<file path="src/rtl/mem_stage_pkg.sv">
// Shared definitions for the memory-access stage: widths, access-size bit
// positions and the request FSM encoding.
package mem_stage_pkg;

  localparam int XLEN  = 64;
  localparam int MASKW = XLEN / 8;

  // Bit positions inside the one-hot DWHB access-size field
  localparam int DWHB_D = 3;
  localparam int DWHB_W = 2;
  localparam int DWHB_H = 1;
  localparam int DWHB_B = 0;

  typedef enum logic [1:0] {
    S_IDLE = 2'd0,
    S_REQ  = 2'd1,
    S_RESP = 2'd2,
    S_DONE = 2'd3
  } ms_state_e;

endpackage

</file>
<file path="src/rtl/mem_stage_load_formatter.sv">
// Aligns a doubleword of read data to the access offset and sign/zero extends
// the selected byte, half, word or doubleword.
module load_formatter
  import mem_stage_pkg::*;
(
  input  logic [XLEN-1:0] rdata,
  input  logic [2:0]      offset,
  input  logic [3:0]      dwhb,
  input  logic            is_signed,
  output logic [XLEN-1:0] result
);

  logic [XLEN-1:0] shifted;

  // Bytes past lane 7 simply fall off the top for a misaligned access
  assign shifted = rdata >> {offset, 3'b000};

  always_comb begin
    result = shifted;
    if (dwhb[DWHB_D]) begin
      result = shifted;
    end else if (dwhb[DWHB_W]) begin
      result = {{(XLEN-32){is_signed & shifted[31]}}, shifted[31:0]};
    end else if (dwhb[DWHB_H]) begin
      result = {{(XLEN-16){is_signed & shifted[15]}}, shifted[15:0]};
    end else if (dwhb[DWHB_B]) begin
      result = {{(XLEN-8){is_signed & shifted[7]}}, shifted[7:0]};
    end
  end

endmodule

</file>
<file path="src/rtl/mem_stage.sv">
// Pipeline memory stage: holds one instruction, issues at most one data-memory
// request for it, formats load data and hands the result to write-back.
module mem_stage #(
  parameter int XLEN  = 64,
  parameter int MASKW = XLEN / 8
) (
  input  logic             clk,
  input  logic             reset,
  input  logic             es_to_ms_valid,
  output logic             ms_allowin,
  input  logic [XLEN-1:0]  es_pc,
  input  logic [31:0]      es_inst,
  input  logic             es_rf_we,
  input  logic [4:0]       es_rf_dest,
  input  logic             es_is_Load,
  input  logic             es_is_Loadu,
  input  logic             es_is_Store,
  input  logic [3:0]       es_DWHB,
  input  logic [XLEN-1:0]  es_LS_addr,
  input  logic [XLEN-1:0]  es_mem_wdata,
  input  logic [XLEN-1:0]  es_result,
  input  logic             ws_allowin,
  output logic             ms_to_ws_valid,
  output logic             ms_valid,
  output logic [XLEN-1:0]  ms_pc,
  output logic [31:0]      ms_inst,
  output logic             ms_rf_we,
  output logic [4:0]       ms_rf_dest,
  output logic [XLEN-1:0]  ms_result,
  output logic             dmem_req_valid,
  input  logic             dmem_req_ready,
  output logic             dmem_req_we,
  output logic [XLEN-1:0]  dmem_req_addr,
  output logic [XLEN-1:0]  dmem_req_wdata,
  output logic [MASKW-1:0] dmem_req_wmask,
  input  logic             dmem_resp_valid,
  input  logic [XLEN-1:0]  dmem_resp_rdata,
  output logic [1:0]       dbg_state
);
  import mem_stage_pkg::*;

  // Handshakes: a transfer happens on a rising edge where valid && ready are
  // both high. Whoever drives valid holds it and its payload steady until then;
  // dmem_resp_valid is a one-cycle pulse with no back-pressure.

  ms_state_e        state;
  logic             is_load, is_loadu, is_store;
  logic [3:0]       dwhb;
  logic [XLEN-1:0]  ls_addr, st_data, ex_result, load_data;
  logic             ms_ready_go, es_mem_op, is_ld;
  logic [XLEN-1:0]  fmt_data;
  logic [MASKW-1:0] size_mask;

  assign es_mem_op = es_is_Load | es_is_Loadu | es_is_Store;
  assign is_ld     = is_load | is_loadu;

  always_comb begin
    ms_ready_go = 1'b1;
    case (state)
      S_REQ:   ms_ready_go = 1'b0;
      S_RESP:  ms_ready_go = dmem_resp_valid;
      default: ms_ready_go = 1'b1;
    endcase
  end

  assign ms_allowin     = !ms_valid || (ms_ready_go && ws_allowin);
  assign ms_to_ws_valid = ms_valid && ms_ready_go;
  assign dbg_state      = state;

  always_comb begin
    size_mask = '0;
    if (dwhb[DWHB_D])      size_mask = MASKW'(8'hFF);
    else if (dwhb[DWHB_W]) size_mask = MASKW'(8'h0F);
    else if (dwhb[DWHB_H]) size_mask = MASKW'(8'h03);
    else if (dwhb[DWHB_B]) size_mask = MASKW'(8'h01);
  end

  assign dmem_req_we    = is_store;
  assign dmem_req_addr  = {ls_addr[XLEN-1:3], 3'b000};
  assign dmem_req_wmask = size_mask << ls_addr[2:0];
  assign dmem_req_wdata = st_data << {ls_addr[2:0], 3'b000};

  load_formatter u_fmt (
    .rdata     (dmem_resp_rdata),
    .offset    (ls_addr[2:0]),
    .dwhb      (dwhb),
    .is_signed (is_load),
    .result    (fmt_data)
  );

  // Stores never select load data; their result is the execute value
  always_comb begin
    ms_result = ex_result;
    if (is_ld && state == S_RESP)      ms_result = fmt_data;
    else if (is_ld && state == S_DONE) ms_result = load_data;
  end

  always_ff @(posedge clk) begin
    if (reset) begin
      ms_valid       <= 1'b0;
      state          <= S_IDLE;
      dmem_req_valid <= 1'b0;
      ms_pc          <= '0;
      ms_inst        <= '0;
      ms_rf_we       <= 1'b0;
      ms_rf_dest     <= '0;
      is_load        <= 1'b0;
      is_loadu       <= 1'b0;
      is_store       <= 1'b0;
      dwhb           <= '0;
      ls_addr        <= '0;
      st_data        <= '0;
      ex_result      <= '0;
      load_data      <= '0;
    end else if (ms_allowin) begin
      ms_valid <= es_to_ms_valid;
      if (es_to_ms_valid) begin
        ms_pc          <= es_pc;
        ms_inst        <= es_inst;
        ms_rf_we       <= es_rf_we;
        ms_rf_dest     <= es_rf_dest;
        is_load        <= es_is_Load;
        is_loadu       <= es_is_Loadu;
        is_store       <= es_is_Store;
        dwhb           <= es_DWHB;
        ls_addr        <= es_LS_addr;
        st_data        <= es_mem_wdata;
        ex_result      <= es_result;
        state          <= es_mem_op ? S_REQ : S_IDLE;
        dmem_req_valid <= es_mem_op;
      end else begin
        state          <= S_IDLE;
        dmem_req_valid <= 1'b0;
      end
    end else begin
      case (state)
        S_REQ: begin
          if (dmem_req_ready) begin
            state          <= S_RESP;
            dmem_req_valid <= 1'b0;
          end
        end
        // Response arrived but write-back is stalled: park the data
        S_RESP: begin
          if (dmem_resp_valid) begin
            load_data <= fmt_data;
            state     <= S_DONE;
          end
        end
        default: ;
      endcase
    end
  end

endmodule

</file>
<file path="config.mk">
export PLATFORM = sky130hd
export DESIGN_NAME = mem_stage
export DESIGN_NICKNAME = d
export VERILOG_FILES = /design/src/rtl/mem_stage_pkg.sv /design/src/rtl/mem_stage_load_formatter.sv /design/src/rtl/mem_stage.sv
export SDC_FILE = /design/constraint.sdc
export NUM_CORES = 1
export LEC_CHECK = 0
export CAP_MARGIN = 25
export CORE_AREA = 2 2 265 267
export CTS_BUF_LIST = sky130_fd_sc_hd__clkbuf_8
export DETAILED_ROUTE_END_ITERATION = 8
export DIE_AREA = 0 0 267 269
export SLEW_MARGIN = 20
export SYNTH_ARGS = -nofsm -noshare
export SYNTH_HDL_FRONTEND = slang
export SYNTH_SLANG_ARGS = --single-unit
</file>
<file path="constraint.sdc">
create_clock -name clk -period 5.92 [get_ports clk]
set_input_delay 0.592 -clock clk [delete_from_list [all_inputs] [get_ports clk]]
set_output_delay 0.592 -clock clk [all_outputs]
set_load 0.03 [all_outputs]
</file>
==> flow_metrics.env <==
export IMPL_yosysTopAreaCellShare=0.3888
export IMPL_placement_io_buffers=676
export IMPL_die_w_um=267
export IMPL_drv_slew=0
export IMPL_synth_ff_type="dfxtp_1"
export IMPL_post_cts_buffers=0
export IMPL_fill_cells=7192
export IMPL_ys_types=66
export IMPL_clock_root_buffer="clkbuf_8"
export IMPL_max_freq_mhz=207.8
export IMPL_slowest_delay_ns=0.87
export IMPL_powerDensity_nw_per_um2=262.9
export IMPL_drc=0
export IMPL_synth_edf_count=0
export IMPL_layout_common_cells="nand2_1 (680), clkdlybuf4s50_1 (675), a21oi_1 (411), dfxtp_1 (366), nor2_1 (134)"
export IMPL_crit_cells=6
export IMPL_cts_buffer_depth=3
export IMPL_dieHeight_um=269
export IMPL_clkTransAtPathRegs_ns=0.06
export IMPL_r2r_cells=9
export IMPL_finalCritPeriodShare=0.8131
export IMPL_skew_ns=0.02450
export IMPL_num_vias=19560
export IMPL_r2r_end="ls_addr[1]$_SDFFE_PP0P_"
export IMPL_synth_yosys_seq_area_share=0.3888
export IMPL_layout_commonest_cell="nand2_1"
export IMPL_initial_core_util=0.2742
export IMPL_finalHoldViolCount=0
export IMPL_cp_startpoint="ls_addr[1]$_SDFFE_PP0P_"
export IMPL_cts_buffers=74
export IMPL_max_cap_viol_count=0
export IMPL_tightestPinTransition_ns=1.002
export IMPL_ys_ff_latch=369
export IMPL_multi_input_area_um2=10110
export IMPL_crit_path_max_fanout=37
export IMPL_initialDrtViolationCount=1792
export IMPL_synth_area_per_cell_um2=7.838
export IMPL_syn_area_um2=19000
export IMPL_cts_max_level=3
export IMPL_fin_util=0.3949
export IMPL_yosysWarnings=0
export IMPL_antenna_found_initial=21
export IMPL_coreArea_um2=69300
export IMPL_track_usage=0.2240
export IMPL_grt_max_degree=122
export IMPL_rr_startpoint="dbg_state[0]$_SDFFE_PP0P_"
export IMPL_antenna_left=0
export IMPL_tritoncts="built"
export IMPL_period_needed_ns=4.813
export IMPL_cts_resized=0
export IMPL_postCtsHoldBufs=0
export IMPL_status="completed"
export IMPL_finalSetupViolations=0
export IMPL_critical_path_cell_chain="nor2b_1 > a2bb2oi_1 > a211oi_1 > nor3_1 > o21ai_1 > clkdlybuf4s50_1"
export IMPL_critPathCaptureType="output port"
export IMPL_gp_congestion=0.9028
export IMPL_irDropWorstVdd_mv=0.1831
export IMPL_cp_top_family="compound AO/OA/AOI/OAI gates"
export IMPL_io_pins=680
export IMPL_grt_ovfl_total=0
export IMPL_rrSetupSlack_ns=2.91
export IMPL_fp_dieArea_um2=71820
export IMPL_worstSetupEndpoint="ms_result[11]"
export IMPL_critPathBufInv=1
export IMPL_yosys_area_top_type="dfxtp_1"
export IMPL_synthArstFlopShare=0
export IMPL_grt_pass1_vias=18410
export IMPL_seqCellArea_um2=7398
export IMPL_syn2layout_area_growth_pct=44.06
export IMPL_p_leak_uw=0.009616
export IMPL_layout_drive_gt1_share=0.08750
export IMPL_cp_arrival_ns=4.22
export IMPL_required_ns=5.33
export IMPL_ys_top_cells_by_area="dfxtp_1 (39%), nand2_1 (13%), a21oi_1 (11%)"
export IMPL_grt_first_pass_wirelength_um=122100
export IMPL_relSlewSlack=0.3282
export IMPL_drt_first_pass_iters=5
export IMPL_routed_via_density=4.973
export IMPL_dpl_hpwl_um=60930
export IMPL_setup_tns_ns=0
export IMPL_critPathKind="register to output port"
export IMPL_cts_sinks=369
export IMPL_rsz0062_at_grt="false"
export IMPL_clk_latency_ns=0.64
export IMPL_start_kind="register"
export IMPL_min_path_type="input pin to register"
export IMPL_routed_wl_um=84580
export IMPL_synthCells=2424
export IMPL_num_rows=97
export IMPL_critical_path_slowest_cell="a211oi_1"
export IMPL_nNetsFinal=3300
export IMPL_wl_per_cell_um=21.51
cell families after synthesis:
| kind of cell | synth area share |
|---|---|
| AOI/OAI and AO/OA | 0.2115 |
| buffers and inverters | 0.08107 |
| DFF | 0.3888 |
| muxes | 0.1123 |
| other | 0.0001974 |
| and+or+nand+nor | 0.2061 |
registers in the layout, summed over array words and instances, names as in the netlist, 2 cells and up:
name / cells
ex_result: 64
dbg_state: 2
dwhb: 4
ms_pc: 64
st_data: 64
ms_inst: 32
ms_rf_dest: 5
load_data: 64
ls_addr: 64
worst register-to-register path: stages, from the launching register on:
cell and delay (ns):
dfxtp_1 0.34, buf_4 0.40, nor3b_1 0.10, nor2_1 0.17, a21boi_2 0.11, inv_2 0.14
and2_4 0.60, buf_4 0.58, nand2_1 0.11, a21oi_1 0.31
cell usage after synthesis, types with 13 or more instances:
cell type / count
mux4_2: 38
buf_4: 78
mux2_2: 13
buf_2: 81
a21oi_1: 411
o21ai_0: 66
mux2_1: 17
clkbuf_1: 108
nor3_1: 29
dfxtp_1: 369
nor2_1: 134
o22ai_1: 17
a211oi_1: 20
mux2i_1: 94
o21ai_1: 35
or3_1: 48
a211oi_2: 40
and2_1: 13
nand2_1: 680
metrics by stage:
stage | worst slack [ns] | cells | total power [uW] | instance area [um^2] | hold WS, ns
after global placement | 1.624 | 3789 | 4480 | 25730 | 0.4388
after detailed placement | 1.641 | 3791 | 4484 | 25770 | 0.4451
after global routing | 1.037 | 3930 | 7505 | 27370 | 0.4440
final | 1.107 | 3932 | 7196 | 27370 | 0.4464
after CTS | 1.069 | 3921 | 7276 | 27300 | 0.4118
after floorplan | 3.077 | 2426 | 3697 | 19010 | 0.4322
where the power goes:
part	switching (uW)	internal, uW	leakage [uW]	total (uW)
registers	105	2610	0.00303	2720
logic	1000	723	0.00572	1720
clock network	1210	1550	0.000870	2760
how the worst min path moves through the flow:
stage                               start                         end  slack [ns]  cells past startpoint
3_3_place_gp   ex_result[25]$_SDFFE_PP0P_  ex_result[25]$_SDFFE_PP0P_        0.44                      2
5_1_grt                       es_inst[13]    ms_inst[13]$_SDFFE_PP0P_        0.44                      3
4_1_cts                         es_pc[35]      ms_pc[35]$_SDFFE_PP0P_        0.41                      3
6_report                            reset    st_data[55]$_SDFFE_PP0P_        0.45                      2
2_1_floorplan    st_data[48]$_SDFFE_PP0P_    st_data[48]$_SDFFE_PP0P_        0.43                      2
3_5_place_dp   ex_result[46]$_SDFFE_PP0P_  ex_result[46]$_SDFFE_PP0P_        0.45                      2
routing by layer:
layer	track usage	vias to the layer above	routed length [um]
li1	-	9298	-
met3	0.06804	175	7882
met5	0	-	86
met2	0.3589	896	38960
met1	0.2786	9172	34450
met4	0.09596	14	3203
final cells by class:
cell class / instances / area share
antenna: 9 / 0.0008229
multi-input combinational: 1770 / 0.3692
clock inverter: 40 / 0.01070
clock buffer: 90 / 0.04526
timing repair buffer: 709 / 0.2600
tap: 940 / 0.04297
sequential: 369 / 0.2703
inverter: 5 / 0.0006857
Power figures use the tool's default switching activity.
